`src/rtl/t_ff_pkg.sv`:
```
// Shared definitions for the toggle-flip-flop based counter.
// Provides the terminal-value helper and the direction encoding.
package t_ff_pkg;

    // Direction encoding on the 'up' input.
    localparam logic DIR_UP   = 1'b1;
    localparam logic DIR_DOWN = 1'b0;

    // Largest legal count for a given modulus.
    // The caller truncates the result to WIDTH bits.
    function automatic int cnt_max(input int modulus);
        return modulus - 32'sd1;
    endfunction

endpackage : t_ff_pkg

```
`src/rtl/t_ff_cell.sv`:
```
// Single T flip-flop with synchronous clear, set and direct load.
// Input priority: clr > set > ld > t.
module t_ff_cell (
    input  logic clk,
    input  logic clr,
    input  logic set,
    input  logic ld,
    input  logic ld_val,
    input  logic t,
    output logic q
);

    // State update: clear, set, load, toggle, otherwise hold.
    always_ff @(posedge clk) begin
        if (clr) begin
            q <= 1'b0;
        end else if (set) begin
            q <= 1'b1;
        end else if (ld) begin
            q <= ld_val;
        end else if (t) begin
            q <= ~q;
        end else begin
            q <= q;
        end
    end

endmodule : t_ff_cell

```
`src/rtl/t_ff_counter.sv`:
```
// Modulo-MOD up/down counter built from WIDTH T flip-flops.
// Each bit toggles from the lower-bit carry/borrow chain. Wrap, clamp and
// preset are applied as direct loads of the cells.
// Optional macro T_FF_COUNTER_SAT_EN: saturate at the ends of the range
// instead of wrapping around.
module t_ff_counter
    import t_ff_pkg::*;
#(
    parameter int WIDTH = 4,
    parameter int MOD   = 2 ** WIDTH
) (
    input  logic             clk,
    input  logic             clr,
    input  logic             pre,
    input  logic             load,
    input  logic             en,
    input  logic             up,
    input  logic [WIDTH-1:0] d,
    output logic [WIDTH-1:0] q,
    output logic [WIDTH-1:0] p,
    output logic             tc
);

    // Elaboration-time legality checks on the parameters.
    if (WIDTH < 1) begin : g_bad_width
        $error("t_ff_counter: WIDTH must be at least 1");
    end
    if ((MOD < 2) || (MOD > (2 ** WIDTH))) begin : g_bad_mod
        $error("t_ff_counter: MOD must lie in 2..2**WIDTH");
    end

    localparam int             CNT_MAX_I = cnt_max(MOD);
    localparam logic [WIDTH-1:0] CNT_MAX = CNT_MAX_I[WIDTH-1:0];
    localparam logic [WIDTH-1:0] ALL_ZERO = {WIDTH{1'b0}};
    localparam logic [WIDTH-1:0] ALL_ONE  = {WIDTH{1'b1}};

    logic [WIDTH-1:0] clr_vec_s;
    logic [WIDTH-1:0] set_vec_s;
    logic [WIDTH-1:0] ld_vec_s;
    logic [WIDTH-1:0] ld_val_s;
    logic [WIDTH-1:0] tog_vec_s;
    logic             at_max_s;
    logic             at_zero_s;
    logic             term_s;

    // Terminal detection at WIDTH bits for the current direction.
    always_comb begin
        at_max_s  = (q == CNT_MAX);
        at_zero_s = (q == ALL_ZERO);
        if (up == DIR_UP) begin
            term_s = at_max_s;
        end else begin
            term_s = at_zero_s;
        end
    end

    // Toggle chain: bit i flips when all lower bits are 1 (up) or 0 (down).
    always_comb begin
        logic lo_ones;
        logic lo_zeros;
        tog_vec_s = ALL_ZERO;
        lo_ones   = 1'b1;
        lo_zeros  = 1'b1;
        for (int i = 0; i < WIDTH; i++) begin
            if (up == DIR_UP) begin
                tog_vec_s[i] = en & lo_ones;
            end else begin
                tog_vec_s[i] = en & lo_zeros;
            end
            lo_ones  = lo_ones & q[i];
            lo_zeros = lo_zeros & ~q[i];
        end
    end

    // Direct-control vectors: clear, preset pattern, load/clamp, wrap/saturate.
    always_comb begin
        clr_vec_s = ALL_ZERO;
        set_vec_s = ALL_ZERO;
        ld_vec_s  = ALL_ZERO;
        ld_val_s  = ALL_ZERO;
        if (clr) begin
            clr_vec_s = ALL_ONE;
        end else if (pre) begin
            // Preset drives each cell to the matching bit of MOD-1.
            set_vec_s = CNT_MAX;
            clr_vec_s = ~CNT_MAX;
        end else if (load) begin
            ld_vec_s = ALL_ONE;
            if (d > CNT_MAX) begin
                ld_val_s = CNT_MAX;
            end else begin
                ld_val_s = d;
            end
        end else if (en && term_s) begin
            ld_vec_s = ALL_ONE;
`ifdef T_FF_COUNTER_SAT_EN
            // Saturate: reload the current value so the toggles are masked.
            ld_val_s = q;
`else
            // Wrap: up past MOD-1 returns to 0, down past 0 goes to MOD-1.
            if (up == DIR_UP) begin
                ld_val_s = ALL_ZERO;
            end else begin
                ld_val_s = CNT_MAX;
            end
`endif
        end else begin
            // Plain counting or hold: the toggle chain alone drives the cells.
            ld_vec_s = ALL_ZERO;
        end
    end

    // Terminal-count flag and complement output.
    always_comb begin
        tc = en & ~clr & ~pre & ~load & term_s;
        p  = ~q;
    end

    for (genvar i = 0; i < WIDTH; i++) begin : g_cell
        t_ff_cell u_cell (
            .clk    (clk),
            .clr    (clr_vec_s[i]),
            .set    (set_vec_s[i]),
            .ld     (ld_vec_s[i]),
            .ld_val (ld_val_s[i]),
            .t      (tog_vec_s[i]),
            .q      (q[i])
        );
    end

endmodule : t_ff_counter
```
`config.mk`:
```
export PLATFORM = sky130hd
export DESIGN_NAME = t_ff_counter
export DESIGN_NICKNAME = d
export VERILOG_FILES = /design/src/rtl/t_ff_pkg.sv /design/src/rtl/t_ff_cell.sv /design/src/rtl/t_ff_counter.sv
export SDC_FILE = /design/constraint.sdc
export NUM_CORES = 1
export LEC_CHECK = 0
export BUFFER_PORTS_ARGS = -buffer_cell sky130_fd_sc_hd__buf_4
export CORE_UTILIZATION = 25
export DETAILED_ROUTE_END_ITERATION = 10
export GPL_TIMING_DRIVEN = 0
export SLEW_MARGIN = 40
export SYNTH_ARGS = -nofsm -noshare
export SYNTH_HDL_FRONTEND = slang
export SYNTH_SLANG_ARGS = --single-unit
```
`constraint.sdc`:
```
create_clock -name clk -period 3 [get_ports clk]
set_input_delay 0.15 -clock clk [delete_from_list [all_inputs] [get_ports clk]]
set_output_delay 0.15 -clock clk [all_outputs]
set_load 0.005 [all_outputs]
```
# Word level (Yosys, flattened, before mapping)
# Cells that the tools add are included.
[totals] regBits=4 latchBits=0 ram_bits=0 mem_bits_ro=0 out_inout_bits=9 wordCells=63 n_memories=0
[op_classes] add_sub_neg=0 mul=0 div=0 order_cmp=1 n_eq_ne=1 shift=0 muxes=29 n_bitwise=22 reduce_logical=6
[op_table] cell="$mux W4" count=13
[op_table] cell="$mux W1" count=16
[op_table] cell="$and A1 B1 Y1" count=14
[op_table] cell="$reduce_bool A3 Y1" count=4
[op_table] cell="$not A1 Y1" count=7
[op_table] cell="$eq A4 B4 Y1 const B" count=1
[op_table] cell="$gt A4 B4 Y1 const B" count=1
[op_table] cell="$logic_not A4 Y1" count=1
[op_table] cell="$not A4 Y4" count=1
[op_table] cell="$logic_and A1 B1 Y1" count=1

# Logic depth before layout (Yosys ltp)
# Gate-level depths: netlist of the first run.
[depth] word_depth=9 depth_mapped=5 depth_no_buf=4

# Modules after synthesis
# Synthesis of the first run repeated with hierarchy kept, for this count alone.
[hier_totals] cells_unflattened=51 area_unflattened_um2=429.2
[by_module_without_submodules] module="t_ff_cell" n_inst=4 cells_each=5 area_per_inst_um2=57.6
[by_module_without_submodules] module="t_ff_counter" n_inst=1 cells_each=31 area_per_inst_um2=198.9

# Least setup slack after synthesis of the first run
# OpenSTA, ideal clock, no wires.
[synth_path] path_type="flip-flop to output port" start="reg g_cell[0].u_cell.q" end="out tc" t_arrival_ns=1.163 required_time_ns=2.850 slack_ns=1.687 stages_incl_launch_ff=5 n_path_buf=1 path_cell_list="dfxtp_1 > buf_6 > nor3_1 > a22oi_2 > nor4b_1"
[synth_via] elab_chain_len=3 word_cells_on_any_way=4 cone_classes="1 x eq/ne; 1 x mux; 1 x bitwise; 1 x reduce/logical"
[synth_rtl] element="start, declared" line_no="t_ff_cell.sv:10" source="output logic q"
[synth_rtl] element="start signal, assigned" line_no="t_ff_cell.sv:20" source="q <= ld_val;"
[synth_rtl] element="start signal, assigned" line_no="t_ff_cell.sv:22" source="q <= ~q;"
[synth_rtl] element="start signal, assigned" line_no="t_ff_cell.sv:24" source="q <= q;"
[synth_rtl] element="$eq A4 B4 Y1 or $logic_not A4 Y1 (tied branches)" line_no="t_ff_counter.sv:48, t_ff_counter.sv:49"
[synth_rtl] element="$mux W1 *" line_no="t_ff_counter.sv:50" source="if (up == DIR_UP) begin"
[synth_rtl] element="$and A1 B1 Y1 *" line_no="t_ff_counter.sv:115" source="tc = en & ~clr & ~pre & ~load & term_s;"
[synth_rtl] element="end, declared" line_no="t_ff_counter.sv:21" source="output logic tc"
# Every way passes the cells marked *; elsewhere a longest branch is shown, timed or not.

# Worst setup path in the final report of the first run
[layout_path] start="reg g_cell[1].u_cell.q" end="out tc"
[layout_via] elab_chain_len=3 word_cells_on_any_way=4 cone_classes="1 x eq/ne; 1 x mux; 1 x bitwise; 1 x reduce/logical"
[layout_rtl] element="start, declared" line_no="t_ff_cell.sv:10"
[layout_rtl] element="start signal, assigned" line_no="t_ff_cell.sv:20"
[layout_rtl] element="start signal, assigned" line_no="t_ff_cell.sv:22"
[layout_rtl] element="start signal, assigned" line_no="t_ff_cell.sv:24"
[layout_rtl] element="$eq A4 B4 Y1 or $logic_not A4 Y1 (tied branches)" line_no="t_ff_counter.sv:48, t_ff_counter.sv:49"
[layout_rtl] element="$mux W1 *" line_no="t_ff_counter.sv:50"
[layout_rtl] element="$and A1 B1 Y1 *" line_no="t_ff_counter.sv:115"
# Marks and branches as above.

==> impl_metrics.json, run 1 <==
{
  "status": "completed",
  "cts_tree": "yes",
  "gp_congestion": 0.8334,
  "post_cts_resized": 0,
  "grt_max_degree": 11,
  "min_period_ns": 1.752,
  "cts_buffers": 3,
  "vias_per_cell": 5.356,
  "antenna_found_initial": 0,
  "port_buffers": 17,
  "timing.hold.ws_ns": 0.1431,
  "routed_wl_um": 1014,
  "grt_pass1_vias": 382,
  "dieArea_sq_um": 1792,
  "die_w_um": 42.33,
  "rr_startpoint": "g_cell[1].u_cell.q",
  "critPathMaxFanout": 8,
  "cts_hold_buf": 0,
  "drc": 0,
  "ant_nets": 0,
  "max_freq_mhz": 570.6,
  "vias": 466,
  "cp.required_ns": 2.85,
  "stdcell_area_sq_um": 576.8,
  "track_usage_pct": 12.24,
  "finClkSkew_ns": 0.001714,
  "clock_latency_ns": 0.23,
  "overflow": 0,
  "antenna_cells": 0,
  "p_leak_nw": 0.2424,
  "post_cts_buffers": 0,
  "core-area_sq_um": 1506,
  "drt-wirelength-per-cell_um": 11.66,
  "layout-drive-gt1-share_pct": 47.89,
  "place_area_sq_um": 554.3,
  "yosysSeqAreaShare_pct": 19.69,
  "hold_viol_final": 0,
  "h-tree-depth": 1,
  "root_buffer": "clkbuf_4",
  "met2_length_um": 454,
  "nets": 83,
  "tightest_slew_ns": 0.3222,
  "relSlewSlack_pct": 78.49,
  "grt_pass1_wl_um": 1649,
  "largest_register_ffs": 4,
  "crit_path_start_kind": "flop",
  "hold_class": "input port to flop",
  "chipHeight_um": 42.33,
  "largest_register": "g_cell.u_cell.q",
  "num_rows": 14,
  "clock-sinks": 4,
  "syn_nets": 61,
  "yosys_warnings": 0,
  "setup_tns_ns": 0,
  "hold_start": "clr",
  "num_io_pins": 19,
  "clkTransAtPathRegs_ns": 0.04,
  "top_layer_used": "met4",
  "dp_hpwl_um": 763.5,
  "rsz0062_at_grt": "no",
  "synth_cell_type_count": 26,
  "netlist_area_sq_um": 406.6,
  "syn_area_per_cell_sq_um": 7.973,
  "area_delta_synth_final_pct": 41.85,
  "wl_met3_um": 60,
  "drv_cap": 0,
  "m1WireLength_um": 474,
  "clock_path_buffers": 2,
  "crit_type": "flop to primary output",
  "fin_crit_sh_pct": 58.41,
  "first_pass_iters": 4,
  "ys_ff_latch": 4,
  "reg_top3": "g_cell.u_cell.q: 4 flops",
  "drv_slew": 0,
  "setup_viol": 0,
  "power_mw": 0.2011,
  "power_density_nw_per_um2": 348.7,
  "irDropWorstVdd_v": 0.0001147,
  "startpoint": "g_cell[1].u_cell.q",
  "crit_path_end_kind": "primary output",
  "drt_iter0_markers": 6,
  "arrival_ns": 1.60,
  "initial_core_util_pct": 26.99,
  "synthCells": 51
}
## synthesized netlist by cell type
| master | count | share of area (%) |
|---|---|---|
| a221oi_2 | 1 | 3.7 |
| and3_2 | 1 | 1.8 |
| nor3_1 | 2 | 2.5 |
| a211oi_1 | 7 | 13 |
| inv_1 | 4 | 3.7 |
| a21oi_1 | 1 | 1.2 |
| nor4b_1 | 1 | 2.2 |
| buf_6 | 1 | 2.8 |
| nor2_1 | 5 | 4.6 |
| and3_4 | 1 | 2.8 |
| clkbuf_2 | 1 | 1.2 |
| o21ai_0 | 3 | 3.7 |
| nor4_4 | 1 | 5.2 |
| nor3b_1 | 2 | 3.7 |
| a31oi_1 | 1 | 1.5 |
| nand2_1 | 2 | 1.8 |
| dfxtp_1 | 4 | 20 |
| buf_2 | 1 | 1.2 |
| a22oi_2 | 1 | 3.1 |
| buf_4 | 4 | 7.4 |
| or2_2 | 1 | 1.5 |
| o21ai_1 | 1 | 1.2 |
| and4_2 | 1 | 2.5 |
| xnor2_1 | 1 | 2.2 |
| o31a_1 | 1 | 2.2 |
| o211ai_1 | 2 | 3.7 |
## layer usage
metal	track usage, %	vias to the layer above
li1	-	228
met1	16.84	220
met2	16.92	16
met3	0.4310	2
met4	11.25	0
met5	0	-
## area by class of cell
cell class                 instances  area (sq um)
inverter                           4         15.01
sequential                         4         80.08
multi-input combinational         36         260.3
fill                             163         929.6
tap                               16         20.02
timing repair buffer              17         127.6
buffer                             7         51.30
clock buffer                       3         22.52
## kinds of logic (layout without fill, tap and decap cells)
kind of cell / Yosys count / in the layout / synth area share [%]
compound gates: 18 / 18 / 33.23
buf+inv: 11 / 31 / 16.30
flops: 4 / 4 / 19.69
simple gates: 17 / 17 / 28.62
xor+xnor: 1 / 1 / 2.154
## final timing paths
path	slack (ns)	endpoint	cells past startpoint
worst max-delay path	1.25	tc	4
worst min-delay path	0.14	g_cell[3].u_cell.q	2
worst max register to register	1.62	g_cell[3].u_cell.q	4
worst min register to register	0.63	g_cell[2].u_cell.q	2
## power breakdown
part           leakage, nW  internal, mW  switching [mW]
clock               0.0138        0.0447          0.0208
sequential          0.0337        0.0582         0.00854
combinational        0.195        0.0395          0.0293
## worst max-delay path, stage by stage (launching register included)
cell and delay, ns:
dfxtp_1 0.50, and4_2 0.32, a22oi_2 0.09, nor4b_1 0.31
buf_4 0.16
## metrics by stage
stage / std cells / utilization, % / setup slack, ns
after detailed placement: 84 / 36.79 / 1.510
after global placement: 84 / 36.79 / 1.502
final: 87 / 38.29 / 1.248
after floorplan: 51 / - / 1.687
after CTS: 87 / 38.29 / 1.240
after global routing: 87 / 38.29 / 1.157
## placed cells by master (no fill, tap or decap)
cell type	Yosys	layout
nor4b_1	1	1
buf_2	1	1
a22oi_2	1	1
a21oi_1	1	1
nor2_1	5	5
nor3_1	2	2
nor4_4	1	1
dfxtp_1	4	4
o21ai_1	1	1
clkbuf_4	0	3
xnor2_1	1	1
or2_2	1	1
and4_2	1	1
a31oi_1	1	1
inv_1	4	4
o31a_1	1	1
buf_4	4	21
a211oi_1	7	7
o21ai_0	3	3
and3_2	1	1
clkbuf_2	1	1
and3_4	1	1
buf_6	1	1
o211ai_1	2	2
nand2_1	2	2
nor3b_1	2	2
a221oi_2	1	1
Power figures use the tool's default switching activity.
==> inputs of run 2 (changes only) <==
- clock period: 3 -> 1.7 ns (I/O delays scaled with it)
==> run 2 against run 1 <==
  * Power is 78% higher
  * Routed wire length fell by 1.2%
  * Core utilization up 0.91 points
  * Highest routed layer unchanged
  * Global-route usage stayed put
  * Combinational power is 79% higher
  * First-iteration DRC count up 33%
  * Flip-flop and latch count did not move
  * Critical endpoint unchanged
  * Register-to-register slack got worse by 1.3 ns
==> impl_metrics.json, run 2 (synthesis gave the netlist of run 1 again) <==
{
  "status": "completed",
  "antenna_cells": 0,
  "layout-drive-gt1-share_pct": 53.52,
  "nFillCells": 163,
  "mostFrequentLayoutCells": "buf_4, a211oi_1, nor2_1",
  "ff_latch_area_sq_um": 82.58,
  "max_freq_mhz": 646.8,
  "relSlewSlack_pct": 81.11,
  "routed_wl_um": 1002,
  "endpoint": "tc",
  "track_usage_pct": 12.24,
  "grt_max_degree": 11,
  "post_cts_buffers": 0,
  "setup_viol": 0,
  "drc": 0,
  "timing.hold.ws_ns": 0.08366,
  "rsz0062_at_grt": "no",
  "drt_iter0_markers": 8,
  "hold_viol_final": 0,
  "layout_commonest_cell": "buf_4",
  "min_path_cells": 2,
  "reg2reg_slack_ns": 0.31,
  "fin_crit_sh_pct": 90.94,
  "r2r_cells": 5,
  "min_period_ns": 1.546,
  "crit_path_top_delay_cell": "dfxtp_1",
  "crit_path_end_kind": "primary output",
  "drv_cap": 0,
  "nets": 83,
  "clkTransAtPathRegs_ns": 0.04,
  "chipHeight_um": 42.33,
  "startpoint": "g_cell[0].u_cell.q",
  "critPathTopFamily": "simple AND/OR/NAND/NOR gates",
  "worstPathCellList": "buf_6 > and4_2 > a22oi_2 > nor4b_2 > buf_4",
  "cts_hold_buf": 0,
  "core-area_sq_um": 1506,
  "largest_register": "g_cell.u_cell.q",
  "power_density_nw_per_um2": 606.6,
  "gp_congestion": 0.8334,
  "hold_class": "input port to flop",
  "tightest_slew_ns": 0.2813,
  "num_rows": 14,
  "rr_startpoint": "g_cell[0].u_cell.q",
  "vias": 469,
  "largest_register_ffs": 4,
  "irDropWorstVdd_v": 0.0002027,
  "critPathMaxFanout": 8,
  "port_buffers": 17,
  "multi_input_area_sq_um": 271.5,
  "clock_latency_ns": 0.23,
  "overflow": 0,
  "h-tree-depth": 1,
  "grt_pass1_wl_um": 1649,
  "die_w_um": 42.33,
  "first_pass_iters": 4,
  "p_leak_nw": 0.2450,
  "crit_buf_inv": 2,
  "drt-wirelength-per-cell_um": 11.52,
  "crit_path_start_kind": "flop",
  "finalCoreUtilization_pct": 39.20,
  "clock-sinks": 4,
  "root_buffer": "clkbuf_4",
  "reg_top3": "g_cell.u_cell.q: 4 flops",
  "cp.required_ns": 1.62,
  "drv_slew": 0,
  "grt_pass1_vias": 382,
  "vias_per_cell": 5.391,
  "cts_tree": "yes",
  "area_delta_synth_final_pct": 45.23,
  "clock_path_buffers": 2,
  "cp.depth": 5,
  "dieArea_sq_um": 1792,
  "dp_hpwl_um": 763.5,
  "initial_core_util_pct": 26.99,
  "antenna_found_initial": 0,
  "num_io_pins": 19,
  "finClkSkew_ns": 0.0008963,
  "cts_buffers": 3,
  "arrival_ns": 1.46,
  "slowest_delay_ns": 0.33,
  "crit_type": "flop to primary output",
  "worstReg2RegEnd": "g_cell[3].u_cell.q",
  "ant_nets": 0,
  "setup_tns_ns": 0
}
-- run 2: cell count changes in the layout (fill, tap and decap cells not counted) --
cell     before  now
nor4b_1       1    0
nor3_2        0    1
nor4b_2       0    1
dfxtp_1       4    2
dfxtp_2       0    2
nor3_1        2    1
-- run 2: final cells by class --
| type | count | area share [%] |
|---|---|---|
| repair buffers | 17 | 21.61 |
| multi-input cells | 36 | 45.97 |
| flip-flops and latches | 4 | 13.98 |
| clock buffers | 3 | 3.814 |
| well taps | 16 | 3.390 |
| inverters | 4 | 2.542 |
| plain buffers | 7 | 8.686 |
-- run 2: per-stage QoR --
| step | power [mW] | worst slack, ns | std cells | area [sq um] |
|---|---|---|---|---|
| after floorplan | 0.1837 | 0.4520 | 51 | 406.6 |
| after global placement | 0.2381 | 0.2671 | 84 | 554.3 |
| after detailed placement | 0.2400 | 0.2750 | 84 | 554.3 |
| after CTS | 0.3592 | 0.004610 | 87 | 576.8 |
| after global routing | 0.3808 | 0.06077 | 87 | 590.6 |
| final | 0.3583 | 0.1540 | 87 | 590.6 |
-- run 2: how the worst min path moves through the flow --
stage / endpoint / startpoint / slack (ns)
2_1_floorplan: g_cell[3].u_cell.q / clr / 0.15
3_3_place_gp: g_cell[3].u_cell.q / clr / 0.31
3_5_place_dp: g_cell[3].u_cell.q / clr / 0.31
4_1_cts: g_cell[3].u_cell.q / clr / 0.07
5_1_grt: g_cell[3].u_cell.q / clr / 0.08
6_report: g_cell[3].u_cell.q / clr / 0.08
-- run 2: repair_timing --
item | in CTS | in global routing
endpoints found under the setup margin | 0 | 1
hold endpoints to repair | 0 | 0
gates resized for setup | 0 | 4
-- run 2: metal layers --
layer  share of wire, %  vias to the layer above  global-route usage [%]
li1                   -                      228                       -
met4                2.3                        0                   11.25
met2                 46                       21                   16.92
met1                 44                      218                   16.84
met5                  0                        -                       0
met3                7.7                        2                  0.4310
-- run 2: power breakdown --
part	internal [mW]	leakage (nW)	switching, mW	total, mW
Sequential	0.104	0.0339	0.0153	0.119
Combinational	0.0704	0.197	0.0529	0.123
Clock	0.0789	0.0138	0.0370	0.116
==> inputs of run 3 (changes only) <==
- ABC_CLOCK_PERIOD_IN_PS: default -> 1700
- REMOVE_ABC_BUFFERS: default -> 1
==> run 3 against run 2 <==
  * Cell area is 6.8% lower
  * Global-route usage is 0.24 points higher
  * Worst hold slack worse by 0.020 ns
  * Via count is 6.8% lower
  * Combinational power is 15% lower
  * Setup slack worse by 0.015 ns
  * Clock skew is 0.0065 ns higher
  * Power is 1.4% lower
  * Critical endpoint unchanged
  * Largest power group is now the clock network
  * Highest routed layer unchanged
==> impl_metrics.json, run 3 (synthesis gave the netlist of run 1 again) <==
{
  "initial_core_util_pct": 26.99,
  "clkTransAtPathRegs_ns": 0.04,
  "dieArea_sq_um": 1792,
  "cp.required_ns": 1.62,
  "drt-wirelength-per-cell_um": 13.22,
  "place_area_sq_um": 510.5,
  "routed_wl_um": 1071,
  "max_freq_mhz": 640.6,
  "min_period_ns": 1.561,
  "drv_cap": 0,
  "chipHeight_um": 42.33,
  "critPathMaxFanout": 8,
  "hold_start": "clr",
  "tightest_slew_ns": 0.2632,
  "worstReg2RegEnd": "g_cell[0].u_cell.q",
  "num_io_pins": 19,
  "track_usage_pct": 12.49,
  "dpl.cell_count": 78,
  "mostFrequentLayoutCells": "buf_4, a211oi_1, nor2_1",
  "r2r_cells": 4,
  "crit_path_end_kind": "primary output",
  "antenna_cells": 0,
  "vias_per_cell": 5.395,
  "layout-drive-gt1-share_pct": 50.77,
  "pre_cts_ws_ns": 0.1467,
  "power_mw": 0.3532,
  "overflow": 0,
  "grt_max_degree": 11,
  "die_w_um": 42.33,
  "dp_hpwl_um": 784.7,
  "drc": 0,
  "setup_tns_ns": 0,
  "p_leak_nw": 0.2171,
  "root_buffer": "clkbuf_4",
  "irDropWorstVdd_v": 0.0003529,
  "hold_viol_final": 0,
  "cts_buffers": 3,
  "nets": 77,
  "relSlewSlack_pct": 82.35,
  "vias": 437,
  "timing.final.ws_setup_ns": 0.1390,
  "hold_class": "input port to flop",
  "min_to": "g_cell[3].u_cell.q",
  "num_rows": 14,
  "core-area_sq_um": 1506,
  "power_density_nw_per_um2": 641.6,
  "gp_congestion": 0.7720,
  "post_cts_buffers": 0,
  "timing.hold.ws_ns": 0.06342,
  "nFillCells": 169,
  "first_pass_iters": 4,
  "largest_register_ffs": 4,
  "reg2reg_slack_ns": 0.36,
  "finalCoreUtilization_pct": 36.54,
  "reg_top3": "g_cell.u_cell.q: 4 flops",
  "rsz0062_at_grt": "no",
  "crit_type": "flop to primary output",
  "min_path_cells": 2,
  "arrival_ns": 1.48,
  "ant_nets": 0,
  "largest_register": "g_cell.u_cell.q",
  "antenna_found_initial": 0,
  "finalNonFillerCells": 81,
  "grt_pass1_wl_um": 1683,
  "area_delta_synth_final_pct": 35.38,
  "rr_startpoint": "g_cell[1].u_cell.q",
  "port_buffers": 18,
  "setup_viol": 0,
  "drt_iter0_markers": 5,
  "stdcell_area_sq_um": 550.5,
  "fin_crit_sh_pct": 91.82,
  "layout_commonest_cell": "buf_4",
  "crit_path_start_kind": "flop",
  "clock_path_buffers": 2,
  "cts_tree": "yes",
  "clock-sinks": 4,
  "h-tree-depth": 1,
  "grt_pass1_vias": 396,
  "drv_slew": 0,
  "status": "completed",
  "finClkSkew_ns": 0.007424,
  "clock_latency_ns": 0.25
}
[run 3: area by class of cell]
cell class | instances | area (sq um) | area share (%)
Timing Repair Buffer | 18 | 135.1 | 24.55
Tap cell | 16 | 20.02 | 3.636
Sequential cell | 4 | 86.33 | 15.68
Clock buffer | 3 | 22.52 | 4.091
Inverter | 4 | 15.01 | 2.727
Multi-Input combinational cell | 36 | 271.5 | 49.32
[run 3: worst max-delay path by stage]
stage	startpoint	slack, ns	end
5_1_grt	g_cell[1].u_cell.q	0.08	tc
3_3_place_gp	g_cell[0].u_cell.q	0.18	tc
2_1_floorplan	g_cell[0].u_cell.q	0.42	tc
3_5_place_dp	g_cell[0].u_cell.q	0.15	tc
6_report	g_cell[1].u_cell.q	0.14	tc
4_1_cts	g_cell[0].u_cell.q	0.02	tc
[run 3: layer usage]
layer / vias to the layer above / track usage, % / wire (um)
met5: - / 0 / 0
met4: 0 / 9.375 / 15
met3: 2 / 2.586 / 47
met2: 13 / 19.38 / 546
met1: 204 / 14.92 / 461
li1: 218 / - / -
[run 3: worst max-delay path, stage by stage (launching register included)]
cell and delay (ns):
dfxtp_2 0.42, and4_2 0.29, a22oi_2 0.09, nor4b_2 0.27, buf_4 0.15
[run 3: power by group]
group          switching [mW]  total [mW]  leakage [nW]  internal, mW
Combinational          0.0462       0.104         0.169        0.0576
Clock                  0.0456       0.125        0.0138        0.0794
Sequential             0.0206       0.124        0.0343         0.104
Total                   0.112       0.353         0.217         0.241
[run 3: repair_timing]
item / 4_1_cts / 5_1_grt
gates resized for setup: 3 / 3
endpoints found under the setup margin: 1 / 1
pin swaps: 0 / 0
hold buffers: 0 / 0
